[src/rtl/bz_line_pkg.sv]
// Shared types and screen constants for the AVG-to-screen line mapper.
package bz_line_pkg;

    localparam int SCREEN_W  = 640;
    localparam int SCREEN_H  = 480;
    localparam int AVG_X_OFS = 512;
    localparam int AVG_Y_OFS = 384;

    localparam logic signed [12:0] MAX_SX = 13'(SCREEN_W - 1);
    localparam logic signed [12:0] MAX_SY = 13'(SCREEN_H - 1);

    typedef struct packed {
        logic signed [12:0] start_x;
        logic signed [12:0] start_y;
        logic signed [12:0] end_x;
        logic signed [12:0] end_y;
        logic        [3:0]  intensity;
    } line_t;

    // A line is discarded when it is dark or lies wholly beyond one screen edge.
    function automatic logic line_rejected(input line_t l);
        return (l.intensity == 4'd0)
            || (l.start_x[12] && l.end_x[12])
            || ((l.start_x > MAX_SX) && (l.end_x > MAX_SX))
            || (l.start_y[12] && l.end_y[12])
            || ((l.start_y > MAX_SY) && (l.end_y > MAX_SY));
    endfunction

endpackage

[src/rtl/line_map_coord.sv]
// One-axis AVG-to-screen mapping: (v + OFS) * 5 >>> 3, optionally mirrored.
module line_map_coord
    import bz_line_pkg::*;
#(
    parameter int OFS     = AVG_X_OFS,
    parameter bit REFLECT = 1'b0
) (
    input  logic signed [12:0] coord,
    output logic signed [12:0] mapped
);

    logic signed [15:0] biased;
    logic signed [15:0] scaled;
    logic signed [15:0] shifted;
    logic signed [15:0] refl;

    // Offset, x5 by shift-add, floor-divide by 8, then flip Y so row 0 is the top.
    always_comb begin
        biased  = {{3{coord[12]}}, coord} + 16'(OFS);
        scaled  = (biased <<< 2) + biased;
        shifted = scaled >>> 3;
        refl    = REFLECT ? (16'(SCREEN_H - 1) - shifted) : shifted;
        mapped  = 13'(refl);
    end

endmodule

[src/rtl/line_screen_mapper.sv]
// Two-stage line mapper: S1 holds mapped endpoints, S2 is the output register.
// Off-screen or dark lines are dropped between S1 and S2 and counted.
module line_screen_mapper
    import bz_line_pkg::*;
(
    input  logic               clk,
    input  logic               rst_l,
    input  logic               flush,
    input  logic               in_valid,
    output logic               in_ready,
    input  logic signed [12:0] in_start_x,
    input  logic signed [12:0] in_start_y,
    input  logic signed [12:0] in_end_x,
    input  logic signed [12:0] in_end_y,
    input  logic        [3:0]  in_intensity,
    output logic               out_valid,
    input  logic               out_ready,
    output logic signed [12:0] out_start_x,
    output logic signed [12:0] out_start_y,
    output logic signed [12:0] out_end_x,
    output logic signed [12:0] out_end_y,
    output logic        [3:0]  out_intensity,
    output logic        [15:0] drop_count,
    output logic               busy
);

    logic signed [12:0] m_sx, m_sy, m_ex, m_ey;
    line_t       map_line;
    line_t       s1_q, s1_d, s2_q, s2_d;
    logic        s1_vld_q, s1_vld_d, s2_vld_q, s2_vld_d;
    logic [15:0] drop_q, drop_d;
    logic        s1_rej, s2_load, s1_adv, s1_pass, in_fire;

    line_map_coord #(.OFS(AVG_X_OFS), .REFLECT(1'b0)) u_map_sx (.coord(in_start_x), .mapped(m_sx));
    line_map_coord #(.OFS(AVG_Y_OFS), .REFLECT(1'b1)) u_map_sy (.coord(in_start_y), .mapped(m_sy));
    line_map_coord #(.OFS(AVG_X_OFS), .REFLECT(1'b0)) u_map_ex (.coord(in_end_x),   .mapped(m_ex));
    line_map_coord #(.OFS(AVG_Y_OFS), .REFLECT(1'b1)) u_map_ey (.coord(in_end_y),   .mapped(m_ey));

    // Handshake, stage advance and next-state for both stages and the drop counter.
    always_comb begin
        map_line = '{start_x: m_sx, start_y: m_sy, end_x: m_ex, end_y: m_ey,
                     intensity: in_intensity};

        s1_rej   = line_rejected(s1_q);
        s2_load  = !s2_vld_q || out_ready;
        s1_adv   = s1_vld_q && (s1_rej || s2_load);
        s1_pass  = s1_adv && !s1_rej;
        in_ready = !flush && (!s1_vld_q || s1_adv);
        in_fire  = in_valid && in_ready;

        s1_d     = s1_q;
        s1_vld_d = s1_vld_q;
        if (in_fire) begin
            s1_d     = map_line;
            s1_vld_d = 1'b1;
        end else if (s1_adv) begin
            s1_vld_d = 1'b0;
        end

        s2_d     = s2_q;
        s2_vld_d = s2_vld_q;
        if (s2_load) begin
            s2_vld_d = s1_pass;
            if (s1_pass) s2_d = s1_q;
        end

        // A flush throws away everything in flight without counting it.
        if (flush) begin
            s1_vld_d = 1'b0;
            s2_vld_d = 1'b0;
        end

        drop_d = drop_q;
        if (!flush && s1_adv && s1_rej && (drop_q != 16'hFFFF))
            drop_d = drop_q + 16'd1;
    end

    // Pipeline registers; reset clears valids, data and the counter.
    always_ff @(posedge clk or negedge rst_l) begin
        if (!rst_l) begin
            s1_q     <= '0;
            s2_q     <= '0;
            s1_vld_q <= 1'b0;
            s2_vld_q <= 1'b0;
            drop_q   <= '0;
        end else begin
            s1_q     <= s1_d;
            s2_q     <= s2_d;
            s1_vld_q <= s1_vld_d;
            s2_vld_q <= s2_vld_d;
            drop_q   <= drop_d;
        end
    end

    assign out_valid     = s2_vld_q;
    assign out_start_x   = s2_q.start_x;
    assign out_start_y   = s2_q.start_y;
    assign out_end_x     = s2_q.end_x;
    assign out_end_y     = s2_q.end_y;
    assign out_intensity = s2_q.intensity;
    assign drop_count    = drop_q;
    assign busy          = s1_vld_q || s2_vld_q;

endmodule

[config.mk]
export PLATFORM = sky130hd
export DESIGN_NAME = line_screen_mapper
export DESIGN_NICKNAME = d
export VERILOG_FILES = /design/src/rtl/bz_line_pkg.sv /design/src/rtl/line_map_coord.sv /design/src/rtl/line_screen_mapper.sv
export SDC_FILE = /design/constraint.sdc
export NUM_CORES = 1
export LEC_CHECK = 0
export CELL_PAD_IN_SITES_DETAIL_PLACEMENT = 1
export CELL_PAD_IN_SITES_GLOBAL_PLACEMENT = 1
export CORE_ASPECT_RATIO = 2
export CORE_UTILIZATION = 45
export CTS_CLUSTER_DIAMETER = 80
export DETAILED_ROUTE_END_ITERATION = 7
export PLACE_DENSITY = 0.95
export SYNTH_ARGS = -nofsm -noshare
export SYNTH_HDL_FRONTEND = slang
export SYNTH_SLANG_ARGS = --single-unit
[constraint.sdc]
create_clock -name clk -period 4.7 [get_ports clk]
set_input_delay 1.175 -clock clk [delete_from_list [all_inputs] [get_ports clk]]
set_output_delay 1.175 -clock clk [all_outputs]
set_load 0.01 [all_outputs]
==> impl_metrics.tcl, run 1 <==
set metrics [dict create \
    crit_path_frequent_cell "ha_1" \
    gr-total-overflow 0 \
    synth-seq-cells 130 \
    yosysWarnings 0 \
    cts_tree "yes" \
    start_util_pct 46.0 \
    cts_setup_buffers 0 \
    hp-class "flop to flop" \
    synth.distinct_cells 65 \
    dpl.cell_count 1094 \
    critPathKind "primary input to flop" \
    cp.arrival_ns 4.32 \
    syn_inst 767 \
    hold_viol 0 \
    wl_per_cell_um 20.0 \
    num_antenna_cells 0 \
    cp.required_ns 4.99 \
    start_kind "primary input" \
    setup_violations 0 \
    avgSynthCellArea_um2 10.1 \
    hold_buffers 0 \
    grt_start_max_net_pins 78 \
    clk_pin_slew_ns 0.06 \
    core_area_mm2 0.0168 \
    clk_path_buf_depth 2 \
    worst_hold_slack_ns 0.490 \
    grt_pass1_vias 7223 \
    root_buffer "clkbuf_16" \
    power_leakage_uw 0.00444 \
    drv_slew 0 \
    setup_tns_ns 0 \
    maxCapViolCount 0 \
    timing.final.crit_share_pct 85.8 \
    clk_latency_ns 0.43 \
    cts.repair.resized 0 \
    area_delta_synth_final_pct 28.6 \
    vias 6503 \
    dp_hpwl_mm 16.6 \
    critical_path.top_delay_family "simple AND/OR/NAND/NOR gates" \
    slowest_stage "clkdlybuf4s50_1" \
    synth-async-reset-ratio_pct 100 \
    numClockSinks 130 \
    syn_nets 885 \
    slowest_delay_ns 0.50 \
    nNetsFinal 1024 \
    fin_skew_ns 0.00876 \
    outcome "completed" \
    synth_area_mm2 0.00771 \
    ioPinCount 136 \
    dp_slack_ns 0.230 \
    ir_drop_v 0.000210 \
    rows 67 \
    antenna_found_initial 0 \
    finalNonFillerCells 1126 \
    setup_slack_ns 0.669 \
    drt-initial-drc-count 141 \
    dieArea_mm2 0.0177 \
    synth_edf_count 0 \
    worst_pin_slew_ns 0.792 \
    wirelength_mm 22.6 \
    die_h_um 187 \
    critical_path.max_fanout 5 \
    power.density_mw_per_mm2 508 \
    place.port_buffers 135 \
    die_w_um 94.6 \
    drt.antenna.violating_nets 0 \
    cts_max_level 4 \
    cts_buffers 17 \
    grt_pass1_wl_mm 36.4 \
    fmax_ghz 0.248 \
    rsz0062_at_grt "no" \
    end_kind "flop" \
    grt_usage_pct 26.9 \
    first_pass_iters 4 \
    place.gp.congestion 0.855 \
    relSlewSlack_pct 47.2 \
    fin_crit_ns 4.03 \
    path_cells "clkdlybuf4s50_1, inv_1, ha_1, nor2_1, xor2_1, ha_1, and3_1, o31a_1, or3_1, a21o_1, a221oi_2, mux2i_1, o311ai_1" \
    viasPerCell 5.78 \
    seq_area_frac_synth_pct 42.2 \
    drive_above_1_share_pct 12.5 \
    synthFlopType "dfrtp_1" \
    critical_path_buf_inv_count 2 \
    drc 0 \
]
[cell families (layout without fill, tap and decap cells)]
group	Yosys count	after routing	share of synthesized area [%]
and+or+nand+nor	234	234	14.3
AOI/OAI and AO/OA	163	163	14.2
DFF	130	130	42.2
xor gates and xnor gates	73	73	8.39
muxes	59	59	8.58
adders and majority gates	57	57	9.64
buffers and inverters	51	203	2.69
[cell usage after synthesis (2+ instances only)]
| cell | number | share of area, % |
|---|---|---|
| xnor2_1 | 40 | 4.5 |
| clkbuf_1 | 6 | 0.29 |
| a41oi_1 | 3 | 0.34 |
| mux2i_1 | 2 | 0.26 |
| nor4_1 | 3 | 0.24 |
| o21ai_0 | 49 | 3.2 |
| nor2_1 | 38 | 1.8 |
| dfrtp_1 | 130 | 42 |
| and4_1 | 2 | 0.23 |
| o21a_1 | 2 | 0.19 |
| o2111ai_1 | 4 | 0.45 |
| and3_1 | 6 | 0.49 |
| a21boi_0 | 4 | 0.39 |
| nor3_1 | 10 | 0.65 |
| o211a_1 | 3 | 0.39 |
| nand2_1 | 100 | 4.9 |
| mux2_2 | 57 | 8.3 |
| or3_1 | 6 | 0.49 |
| xor2_1 | 32 | 3.6 |
| and2_1 | 3 | 0.24 |
| nand3_1 | 24 | 1.6 |
| o21ai_1 | 4 | 0.26 |
| a22o_1 | 3 | 0.34 |
| nor2b_1 | 6 | 0.49 |
| a31oi_1 | 11 | 0.89 |
| a21o_1 | 8 | 0.78 |
| nand4_1 | 11 | 0.89 |
| o221a_2 | 2 | 0.29 |
| a311oi_1 | 2 | 0.23 |
| or2_2 | 6 | 0.49 |
| buf_2 | 13 | 0.84 |
| a221oi_1 | 5 | 0.57 |
| o31ai_1 | 9 | 0.88 |
| nand2b_1 | 12 | 0.97 |
| fa_1 | 4 | 1.0 |
| or4_1 | 2 | 0.19 |
| a21oi_1 | 31 | 2.0 |
| a211oi_1 | 3 | 0.29 |
| inv_1 | 32 | 1.6 |
| ha_1 | 53 | 8.6 |
| a2111oi_0 | 2 | 0.23 |
[path summary, 6_finish.rpt]
kind	start	endpoint	slack, ns	cells after the start
worst max-delay path	in_start_y[7]	s1_q[42]$_DFFE_PN0P_	0.67	13
worst min-delay path	s1_q[30]$_DFFE_PN0P_	s1_q[30]$_DFFE_PN0P_	0.49	2
worst max register to register	s1_q[10]$_DFFE_PN0P_	s1_q[42]$_DFFE_PN0P_	1.70	8
worst min register to register	s1_q[30]$_DFFE_PN0P_	s1_q[30]$_DFFE_PN0P_	0.49	2
max in group asynchronous	rst_l	out_end_x[4]$_DFFE_PN0P_	3.06	2
min in group asynchronous	rst_l	out_end_y[1]$_DFFE_PN0P_	0.77	1
[worst register-to-register path: cells and delay by family (launching register included)]
family | cells | cell delay, ns
simple gates | 3 | 0.71
flops | 1 | 0.39
mux | 1 | 0.14
compound gates | 3 | 1.27
buf+inv | 1 | 0.36
[per-layer routing]
metal  part of all wire (%)  global-route usage (%)
met4                    4.5                    13.8
met3                    2.6                    4.31
met5                      0                       0
met2                     59                    52.8
met1                     34                    25.3
[sequential cells by signal, indices dropped and copies added (netlist names), 4 cells and up]
signal	flops
out_start_x	13
out_start_y	13
s1_q	56
out_end_x	13
drop_count	16
out_intensity	4
out_end_y	13
[where the power goes]
part           total, µW  internal [µW]  leakage [µW]  switching (µW)
sequential          1790           1490       0.00163             294
clock               1400            879      0.000292             522
combinational       1850            982       0.00252             871
[cell usage in the layout (no fill, tap or decap), drive strengths merged, types with 24 or more instances in the layout]
| cell type | count |
|---|---|
| clkdlybuf4s50 | 134 |
| dfrtp | 130 |
| nand2 | 100 |
| mux2 | 57 |
| o21ai | 54 |
| ha | 53 |
| xnor2 | 41 |
| nor2 | 38 |
| inv | 34 |
| xor2 | 32 |
| a21oi | 32 |
| nand3 | 24 |
[final cells by class]
type,count,area (µm²)
fillers,1826,6840
multi-input cells,586,4260
flip-flops and latches,130,3250
repair buffers,139,1400
clock buffers,21,470
well taps,207,259
clock inverters,11,151
inverters,32,120
[stage by stage]
stage,area (µm²),power [µW],util (%)
2_1_floorplan,7710,2700,-
3_3_place_gp,9300,3480,55.5
3_5_place_dp,9300,3610,55.5
4_1_cts,9920,5080,59.2
5_1_grt,9920,5300,59.2
6_report,9920,5040,59.2
No activity file was read; power rests on OpenSTA's default activity.
==> run 2: changes to the inputs <==
Settings changed: SETUP_SLACK_MARGIN from default to 0.2.
==> results of run 2 <==
No change in the layout: final DEF, timing and power equal those of run 1.
==> run 3: changes to the inputs <==
Settings changed: SETUP_SLACK_MARGIN 0.2 to 0.1.
==> results of run 3 <==
No change in the layout: final DEF, timing and power equal those of run 1.
